File: config.mk
export PLATFORM = sky130hd
export DESIGN_NAME = mips32_muldiv
export DESIGN_NICKNAME = d
export VERILOG_FILES = /design/src/rtl/mips32_muldiv.sv
export SDC_FILE = /design/constraint.sdc
export NUM_CORES = 1
export LEC_CHECK = 0
export CELL_PAD_IN_SITES_DETAIL_PLACEMENT = 1
export CELL_PAD_IN_SITES_GLOBAL_PLACEMENT = 1
export CORE_ASPECT_RATIO = 0.8
export CORE_UTILIZATION = 40
export CTS_CLUSTER_DIAMETER = 200
export DETAILED_ROUTE_END_ITERATION = 16
export DONT_BUFFER_PORTS = 1
export PLACE_DENSITY_LB_ADDON = 0.1
export SLEW_MARGIN = 40
export SYNTH_ARGS = -nofsm -noshare
export SYNTH_HDL_FRONTEND = slang
export SYNTH_SLANG_ARGS = --single-unit
File: constraint.sdc
create_clock -name clk -period 8.1 [get_ports clk]
set_input_delay 1.62 -clock clk [delete_from_list [all_inputs] [get_ports clk]]
set_output_delay 1.62 -clock clk [all_outputs]
set_load 0.1 [all_outputs]
File: src/rtl/mips32_muldiv.sv
// Iterative MIPS-style multiply/divide unit: one radix-2 step per cycle,
// sign handling on magnitudes with a single correction cycle before results land in HI/LO.
`timescale 1ns/1ps
module mips32_muldiv #(
   parameter int WIDTH = 32
) (
   input  logic             clk,
   input  logic             rst,
   input  logic             start,
   input  logic [1:0]       op,
   input  logic [WIDTH-1:0] A,
   input  logic [WIDTH-1:0] B,
   output logic             busy,
   output logic             done,
   output logic [WIDTH-1:0] HI,
   output logic [WIDTH-1:0] LO,
   output logic             div_zero
);

   localparam int CW = $clog2(WIDTH + 1);

   typedef enum logic [1:0] {IDLE, RUN, FIX, DONE} state_t;

   state_t           state, state_next;
   logic [CW-1:0]    count;
   logic             is_div, neg_lo, neg_hi;
   logic [WIDTH-1:0] opnd_b, work_hi, work_lo;

   logic             a_neg, b_neg, b_zero;
   logic [WIDTH-1:0] a_abs, b_abs;
   logic [WIDTH:0]   mul_sum, div_shift, div_diff;
   logic             div_ok;
   logic [2*WIDTH-1:0] prod, prod_fix;
   logic [WIDTH-1:0] fix_hi, fix_lo;

   // Operand magnitudes; op[0] selects signed interpretation, op[1] selects divide.
   always_comb begin
      a_neg  = op[0] & A[WIDTH-1];
      b_neg  = op[0] & B[WIDTH-1];
      a_abs  = a_neg ? (~A + 1'b1) : A;
      b_abs  = b_neg ? (~B + 1'b1) : B;
      b_zero = (B == '0);
   end

   always_comb begin
      state_next = state;
      case (state)
         IDLE, DONE: begin
            if (start)
               state_next = (op[1] && b_zero) ? DONE : RUN;
            else
               state_next = IDLE;
         end
         RUN:     if (count == CW'(1)) state_next = FIX;
         FIX:     state_next = DONE;
         default: state_next = IDLE;
      endcase
   end

   assign busy = (state == RUN) || (state == FIX);
   assign done = (state == DONE);

   // work_hi is the product accumulator or the partial remainder; work_lo holds
   // the multiplier (shifted out) or the dividend (shifted out, quotient shifted in).
   always_comb begin
      mul_sum   = {1'b0, work_hi} + (work_lo[0] ? {1'b0, opnd_b} : {(WIDTH+1){1'b0}});
      div_shift = {work_hi, work_lo[WIDTH-1]};
      div_diff  = div_shift - {1'b0, opnd_b};
      div_ok    = ~div_diff[WIDTH];
   end

   always_comb begin
      prod     = {work_hi, work_lo};
      prod_fix = neg_lo ? (~prod + 1'b1) : prod;
      if (is_div) begin
         fix_hi = neg_hi ? (~work_hi + 1'b1) : work_hi;
         fix_lo = neg_lo ? (~work_lo + 1'b1) : work_lo;
      end else begin
         fix_hi = prod_fix[2*WIDTH-1:WIDTH];
         fix_lo = prod_fix[WIDTH-1:0];
      end
   end

   always_ff @(posedge clk or posedge rst) begin
      if (rst) begin
         state    <= IDLE;
         count    <= '0;
         opnd_b   <= '0;
         work_hi  <= '0;
         work_lo  <= '0;
         is_div   <= 1'b0;
         neg_lo   <= 1'b0;
         neg_hi   <= 1'b0;
         HI       <= '0;
         LO       <= '0;
         div_zero <= 1'b0;
      end else begin
         state <= state_next;
         case (state)
            IDLE, DONE: begin
               if (start) begin
                  count   <= CW'(WIDTH);
                  opnd_b  <= b_abs;
                  work_hi <= '0;
                  work_lo <= a_abs;
                  is_div  <= op[1];
                  neg_lo  <= a_neg ^ b_neg;
                  neg_hi  <= a_neg;
                  // A zero divisor skips the datapath and reports immediately.
                  if (op[1] && b_zero) begin
                     HI       <= A;
                     LO       <= '1;
                     div_zero <= 1'b1;
                  end
               end
            end
            RUN: begin
               count <= count - 1'b1;
               if (is_div) begin
                  work_hi <= div_ok ? div_diff[WIDTH-1:0] : div_shift[WIDTH-1:0];
                  work_lo <= {work_lo[WIDTH-2:0], div_ok};
               end else begin
                  work_hi <= mul_sum[WIDTH:1];
                  work_lo <= {mul_sum[0], work_lo[WIDTH-1:1]};
               end
            end
            FIX: begin
               HI       <= fix_hi;
               LO       <= fix_lo;
               div_zero <= 1'b0;
            end
            default: ;
         endcase
      end
   end

endmodule

### Word level (Yosys, flattened, before mapping)

Cells that the tools add are included.

| storage, ports and cells | value |
|---|---|
| flip-flop bits (word level) | 172 |
| bits of input ports | 69 |
| output and inout port bits | 67 |

| cells by class | value |
|---|---|
| $add $sub $neg | 8 |
| eq/ne operators | 7 |
| multiplexer cells | 30 |
| bitwise logic cells | 9 |
| reductions and logical operators | 10 |

Operators by type and width:

| kind | count |
|---|---|
| $mux 32 | 16 |
| $pmux 32 s2 | 4 |
| $add 32x1->32 const B | 4 |
| $not 32->32 | 4 |
| $add 64x1->64 const B | 1 |
| $mux 64 | 1 |
| $not 64->64 | 1 |
| $add 32x32->33 | 1 |
| $sub 33x32->33 | 1 |
| $logic_not 32->1 | 1 |
| $pmux 6 s2 | 1 |
| $eq 6x1->1 const B | 1 |
| $mux 2 | 3 |
| $mux 6 | 1 |
| $ne 2x2->1 const B | 3 |
| $pmux 2 s3 | 1 |
| $sub 6x1->6 const B | 1 |
| $eq 2x2->1 const B | 2 |
| $reduce_and 2->1 | 2 |
| $reduce_bool 2->1 | 2 |
| $reduce_and 3->1 | 1 |
| $and 1x1->1 | 2 |
| $eq 2x1->1 const B | 1 |
| $logic_not 2->1 | 1 |
| 7 further kinds | 8 |

### Longest topological paths before layout

Gate-level depths: netlist of the first run.

| logic depth | value |
|---|---|
| depth in word-level cells | 5 |
| depth in mapped cells | 14 |
| gate-level depth less buffers | 13 |

### Worst setup path after synthesis of the first run

Ideal clock, no wire load.

| timing path | value |
|---|---|
| kind | in2reg |
| start point | in B[5] |
| end point | reg HI[10] |
| library setup time | 0.134 ns |
| data arrival time | 4.033 ns |
| required time | 7.966 ns |
| path slack | 3.933 ns |
| cell stages on the path | 10 |
| path buffers | 2 |
| path through | or4_1 > nor4_2 > nand2_1 > nor4_1 > nand2_1 > and2_1 > buf_2 > clkbuf_1 > a21oi_1 > o21ai_0 |

| on the way | value |
|---|---|
| longest elaborated chain between the ends | 4 |

RTL lines:

| what | line | source |
|---|---|---|
| start: declaration | 12 | `input logic [WIDTH-1:0] B,` |
| $logic_not 32->1 | 42 | `b_zero = (B == '0);` |
| $logic_and 1x1->1 | 110 | `if (op[1] && b_zero) begin` |
| $ne 2x2->1 (no line) | - |  |
| $reduce_and 3->1 (no line) | - |  |
| end signal: assignment | 128 | `HI <= fix_hi;` |
| end: declaration | 15 | `output logic [WIDTH-1:0] HI,` |

Every way passes these cells.
A chain may end at the register's enable or synchronous reset.

### Final worst setup path of the first run

| timing path | value |
|---|---|
| start point | in B[5] |
| end point | reg HI[1] |

Same word-level chain as after synthesis.

==> results of run 1 <==
==> flip-flops by register name, indices dropped and copies added, names as in the netlist <==
register,flops
neg_lo,1
opnd_b,32
count,6
LO,32
neg_hi,1
HI,32
work_hi,32
div_zero,1
state,2
work_lo,32
is_div,1
==> kinds of logic (layout without fill, tap and decap cells) <==
group / after synthesis / count (layout) / share of synthesized area (%)
and+or+nand+nor: 552 / 552 / 18.6
AOI/OAI and AO/OA: 547 / 547 / 23.2
DFF: 172 / 172 / 30.4
adders and majority gates: 75 / 75 / 6.72
xor gates and xnor gates: 174 / 174 / 10.7
buffers and inverters: 170 / 129 / 4.91
muxes: 76 / 76 / 5.42
==> area by class of cell <==
class                   count  area, um^2
clock buffers              18         439
clock inverters            14         169
fillers                  4218       19500
inverters                  74         290
multi-input cells        1424        9220
flip-flops and latches    172        4380
well taps                 472         591
repair buffers             23         200
==> worst register-to-register path: cells and delay by family, from the launching register on <==
| kind | cells | cell delay, ns |
|---|---|---|
| compound gates | 7 | 1.70 |
| simple gates | 3 | 1.23 |
| buf+inv | 2 | 0.59 |
| flops | 1 | 0.47 |
| fa+ha+maj | 1 | 0.38 |
==> placed cells by master, fill, tap and decap left out, types with 70 or more instances in the layout <==
cell | netlist | routed
o21ai_0 | 197 | 197
ha_1 | 73 | 71
inv_1 | 73 | 71
dfrtp_1 | 172 | 110
a21oi_1 | 140 | 140
mux2i_1 | 70 | 70
xor2_1 | 76 | 76
xnor2_1 | 98 | 97
nand2_1 | 190 | 187
nor2_1 | 151 | 151
==> path summary, 6_finish.rpt <==
check	from	end	slack, ns	depth (start not counted)
max	B[5]	HI[1]$_DFFE_PP0P_	2.98	9
min	opnd_b[24]$_DFFE_PP0P_	opnd_b[24]$_DFFE_PP0P_	0.48	2
max reg2reg	work_lo[0]$_DFFE_PP0P_	work_hi[31]$_DFFE_PP0P_	3.59	13
min reg2reg	opnd_b[24]$_DFFE_PP0P_	opnd_b[24]$_DFFE_PP0P_	0.48	2
max in group asynchronous	rst	is_div$_DFFE_PP0P_	5.90	2
min in group asynchronous	rst	LO[2]$_DFFE_PP0P_	1.02	1
==> power by group through the flow <==
stage	Combinational, mW	Clock [mW]	Sequential (mW)
2_1_floorplan	0.0603	0	0.916
3_3_place_gp	0.0819	0	0.918
3_5_place_dp	0.0836	0	0.918
4_1_cts	0.0841	0.911	0.901
5_1_grt	0.0927	0.940	0.902
6_report	0.0823	0.899	0.901
==> metrics by stage <==
stage / instances / instance area [um^2] / hold slack [ns]
2_1_floorplan: 1766 / 14200 / 0.450
3_3_place_gp: 2163 / 14500 / 0.465
3_5_place_dp: 2165 / 14600 / 0.471
4_1_cts: 2197 / 15300 / 0.487
5_1_grt: 2197 / 15300 / 0.514
6_report: 2197 / 15300 / 0.483
==> routing by layer <==
| layer | GRT usage, % | vias to the layer above |
|---|---|---|
| met5 | 0 | - |
| met4 | 5.66 | 0 |
| met3 | 4.89 | 37 |
| met2 | 41.4 | 287 |
| met1 | 43.1 | 6618 |
| li1 | - | 6244 |
==> impl_results.md, run 1 <==
- NumNets Final: 1856
- Latest clock arrival within the worst-skew pair: 0.47 ns
- Synth area leaders: dfrtp_1 (30%), o21ai_0 (7.0%), ha_1 (6.4%), xnor2_1 (6.1%), nand2_1 (5.0%)
- Syn_area_per_cell: between 8 and 9 um^2
- Critical path type: primary input to flop
- Worst path slowest cell: or4_1
- CTS Root Buffer Type: clkbuf_16
- Worst-path clk slew: 0.07 ns
- Vias/cell: 6.00
- Port bufs: 0
- Yosys cell types: 78
- Ys Warns: 0
- Setup TNS: 0 ns
- Worst-Margin Slew: roughly 0.95 ns
- Fin crit share: 63.2%
- Max_cap viols: 0
- Post-route DRC violation count: 0
- Area share of the largest cell type after synthesis: 30.4%
- Post-CTS Setup Repair Bufs: 0
- Cell Pwr Density: 123 nW/um^2
- Antenna-violating nets left: 0
- Leakage: around 6.5 nW
- Dpl ws: 2.41 ns
- Min-Delay Path Class: flop to flop
- Met2 routed WL: 21.4 mm
- Primary FF master, synth: dfrtp_1
- Overall global routing resource usage: 28.3%
- Logic pwr share: 4.4%
- Routed len/inst: between 20 and 25 um
- First-pass GRT wire length: between 70 and 80 mm
- Core area: 34800 um^2
- DRT met1 WL: 25.5 mm
- Die Area: 36200 um^2
- Post-layout util: 43.9%
- Max transition margin: 36.3%
- Final worst slack: 2.98 ns
- Clk sinks: 172
- Area leader, netlist: dfrtp_1
- # setup viols final: 0
- Antenna violations before repair: 1
- Final Max Tran Viols: 0
- Post-cts sizing count: 0
- # rows: between 60 and 70
- Crit-path cells: or4_1 -> nor4_2 -> nand2_1 -> nor4_2 -> nand2_1 -> nand2_2 -> buf_4 -> o2111ai_1 -> o311ai_0
- DRT iter0 DRCs: 1095
- GP Congestion: between 0.9 and 1
- Vias: 13200
- Wirelength, routed: 50.4 mm
- Total power draw: 1.88 mW
- Max layer used: met4
- Switching Fraction: between 20% and 30%
- Status: complete, no violations
- Critical Path AT: 5.45 ns
- H-tree Lvls: 4
- Syn Std Cell Area: 14200 um^2
- TritonCTS Buffers: 17
- WP buf/inv: 1
- Initial core utilization: 40.7%
- Routed wire length on met3: 2.91 mm
- Hpwl dp: 38.2 mm
- Clock Power Share: a little under half
- Int Pwr: 1.37 mW
- Crit Path Max Fanout: 66
- Critical Path Start Type: primary input
- Seq/Total Area, Yosys: 30.4%
- Psw: roughly 0.51 mW
- Cells after Synth: roughly 1800
- Die X: 213 um
- Most frequent cells after synthesis: o21ai_0 (197), nand2_1 (190), dfrtp_1 (172)
- Syn-to-layout area delta: 7.84%
- CTS max path bufs: 2
- Final hold vios: 0
- Number of synthesized flops with an enable pin: 0
- Post-layout min period: 5.12 ns
- CTS tree: built
- I/O pin total: approximately 140
- RSZ-0062 raised after global routing: no
- Async S/R FF share, synth: 100%
- Hold buffers post-CTS: 0
- Total gr overflow: 0
- CP Data Required Time: 8.43 ns
- N_diodes: 0
- Post-Syn Nets: 1910
- Cell family with most CP delay: simple AND/OR/NAND/NOR gates
- FMAX: 0.195 GHz
- Vias in the first global route: about 13000
- CP peak stage delay: 0.62 ns
- Critical Path Sink Type: flop
- Share of cells above drive strength 1: 8.99%
- Number of iterations in the first detailed-routing pass: 7
- Largest net degree at the start of global routing: a little over 100
- Final Skew: 0.0143 ns
- Reg power frac: 47.9%
- Peak supply drop: 129 uV
- Synth Register Bits: about 170
- Top-count cell post-synth: o21ai_0
- Die H: 170 um
Power figures use the tool's default switching activity.
==> inputs of run 2 (changes only) <==
- clock period: 8.1 -> 4.75 ns (I/O delays scaled with it)
==> run 2 against run 1 <==
Combinational power is 75% higher. Sequential share of layout area is 0.18 points lower. Worst hold slack worse by 0.038 ns. Routed wire length is 2.7% higher. Clock power is 66% higher. Clock skew is 0.0013 ns lower. First-iteration DRC count is 4.5% lower. Via count is 0.73% higher. Power is 68% higher. Highest routed layer unchanged. Setup slack worse by 2.4 ns.
==> impl_results.md, run 2 (synthesis results as in run 1) <==
- Worst-Margin Slew: 0.902 ns (-0.0437 ns)
- Initial core utilization: 40.7% (unchanged)
- Syn-to-layout area delta: 8.58%
- Latest clock arrival within the worst-skew pair: 0.47 ns (about the same)
- Clock Power Share: 46.9% (-0.9 points)
- Hold buffers post-CTS: 0 (unchanged)
- CTS Root Buffer Type: clkbuf_16
- Die X: 213 um (unchanged)
- CTS tree: built
- Critical Path Start Type: flop
- Vias/cell: 6.02 (+0.23%)
- Port bufs: 0 (unchanged)
- Final hold vios: 0 (unchanged)
- Max transition margin: 39.4% (+3.1 points)
- # setup viols final: 0 (unchanged)
- CP Data Required Time: 5.08 ns (-3.35 ns)
- Cell family with most CP delay: compound AO/OA/AOI/OAI gates
- Die Area: 36200 um^2 (unchanged)
- Antenna-violating nets left: 0 (unchanged)
- NumNets Final: 1867 (+0.59%)
- Vias in the first global route: 13100 (+0.45%)
- Int Pwr: 2.24 mW (+63%)
- H-tree Lvls: 4 (unchanged)
- CTS max path bufs: 2 (unchanged)
- Crit-path cells: inv_1 -> buf_12 -> nor2_1 -> ha_1 -> a21oi_1 -> o21ai_0 -> or4b_2 -> o21ai_0 -> a21boi_0 -> o21a_1 -> or3_1 -> a32oi_1 -> o21ai_0
- Final worst slack: 0.582 ns (-2.40 ns)
- Logic pwr share: 4.5% (about the same)
- Antenna violations before repair: 1 (unchanged)
- Status: complete, no violations
- Core area: 34800 um^2 (unchanged)
- Placed Cells: 2176 (+0.51%)
- Dpl ws: 0.548 ns (-1.87 ns)
- TritonCTS Buffers: 17 (unchanged)
- GP Congestion: 0.892 (-1.5%)
- Routed len/inst: 23.5 um (+2.2%)
- I/O pin total: 136 (unchanged)
- Wirelength, routed: 51.8 mm (+2.7%)
- Final Skew: 0.0130 ns (-0.00128 ns)
- Overall global routing resource usage: 29.0% (+0.67 points)
- Cell Pwr Density: 206 nW/um^2 (+67%)
- Post-CTS Setup Repair Bufs: 0 (unchanged)
- Share of cells above drive strength 1: 9.91% (+0.92 points)
- Post-cts sizing count: 0 (unchanged)
- RSZ-0062 raised after global routing: no
- Final cell count without fillers: 2208 (+0.50%)
- Vias: 13300 (+0.73%)
- Die H: 170 um (unchanged)
- Post-route DRC violation count: 0 (unchanged)
- Min-Delay Path Class: primary input to asynchronous set/reset pin
- # rows: 61 (unchanged)
- Peak supply drop: 211 uV (+64%)
- Critical Path AT: 4.50 ns (-0.95 ns)
- Critical path type: flop to flop
- Most frequent cells in the layout: o21ai_0 (196), nand2_1 (186), nor2_1 (151), a21oi_1 (139), dfrtp_1 (108)
- WP buf/inv: 2 (+1)
- Switching Fraction: 29.4% (+2.1 points)
- Critical Path Sink Type: flop
- CP peak stage delay: 0.67 ns (+0.05 ns)
- Number of iterations in the first detailed-routing pass: 5 (-2)
- Leakage: 6.59 nW (+0.78%)
- N_diodes: 0 (unchanged)
- DRT iter0 DRCs: 1046 (-4.5%)
- Fin crit share: 87.7%
- Largest net degree at the start of global routing: 103 (+0.98%)
- Max_cap viols: 0 (unchanged)
- Post-layout min period: around 4.2 ns
- Crit Path Max Fanout: 30 (-55%)
- Cell mode on critical path: o21ai_0
- Worst-path clk slew: 0.08 ns (about the same)
- First-pass GRT wire length: 79.7 mm (+1.4%)
- Hpwl dp: 39.5 mm (+3.3%)
- Worst path slowest cell: or4b_2
- Total gr overflow: 0 (unchanged)
- Setup TNS: 0 ns (unchanged)
- Psw: 0.931 mW (+81%)
- Commonest non-fill, non-tap cell in the layout: o21ai_0
- Clk sinks: 172 (unchanged)
- Reg power frac: 48.5% (+0.6 points)
- Final Max Tran Viols: 0 (unchanged)
- FMAX: 0.240 GHz
## run 2: changes by cell type in the layout (fill, tap and decap cells not counted), moves of 2 or more
| cell | change |
|---|---|
| buf_6 | -2 |
| bufinv_16 | -2 |
| inv_8 | +2 |
| buf_4 | +11 |
| buf_12 | +4 |
| dfrtp_2 | +2 |
| clkinv_8 | +3 |
| dfrtp_1 | -2 |
| clkinvlp_4 | +2 |
| inv_6 | -2 |
## run 2: path summary, 6_finish.rpt
| check | cells after the start | slack (ns) | from | to |
|---|---|---|---|---|
| setup reg to reg | 13 | 0.58 | work_lo[0]$_DFFE_PP0P_ | work_hi[27]$_DFFE_PP0P_ |
| hold reg to reg | 2 | 0.48 | opnd_b[11]$_DFFE_PP0P_ | opnd_b[11]$_DFFE_PP0P_ |
| setup / recovery | 13 | 0.58 | work_lo[0]$_DFFE_PP0P_ | work_hi[27]$_DFFE_PP0P_ |
| min in group clk | 2 | 0.48 | opnd_b[11]$_DFFE_PP0P_ | opnd_b[11]$_DFFE_PP0P_ |
| hold / removal | 1 | 0.45 | rst | LO[3]$_DFFE_PP0P_ |
| max in group asynchronous | 2 | 3.22 | rst | HI[7]$_DFFE_PP0P_ |
## run 2: metrics by stage
stage	power, mW	hold WS [ns]	util [%]	area, um^2
finish	3.17	0.445	44.2	15400
global route	3.27	0.488	44.2	15400
CTS	3.19	0.454	44.1	15400
detailed placement	1.71	0.471	42.4	14800
global placement	1.71	0.466	42.2	14700
floorplan	1.67	0.450	-	14200
## run 2: power groups by stage
stage          Clock (mW)  Sequential [mW]  Combinational (mW)
2_1_floorplan           0             1.56               0.103
3_3_place_gp            0             1.56               0.141
3_5_place_dp            0             1.57               0.144
4_1_cts              1.51             1.54               0.146
5_1_grt              1.58             1.54               0.161
6_report             1.49             1.54               0.144
## run 2: metal layers
layer	up-vias	wire [um]	global-route usage, %
li1	6259	-	-
met1	6636	26000	43.4
met2	343	21900	41.7
met3	44	3160	6.31
met4	0	818	7.26
met5	-	0	0
## run 2: cell type report
| cell class | count | area (um^2) |
|---|---|---|
| Clock buffer | 17 | 425 |
| Tap cell | 472 | 591 |
| Timing Repair Buffer | 34 | 309 |
| Sequential cell | 172 | 4380 |
| Inverter | 74 | 282 |
| Multi-Input combinational cell | 1424 | 9240 |
| Fill cell | 4213 | 19400 |
| Clock inverter | 15 | 173 |
## run 2: worst reg2reg max path: stages (launching register included)
cell and delay, ns:
dfrtp_1 0.44, inv_1 0.17, buf_12 0.20, nor2_1 0.09, ha_1 0.36, a21oi_1 0.16, o21ai_0 0.16, or4b_2 0.67
o21ai_0 0.53, a21boi_0 0.37, o21a_1 0.28, or3_1 0.32, a32oi_1 0.20, o21ai_0 0.10
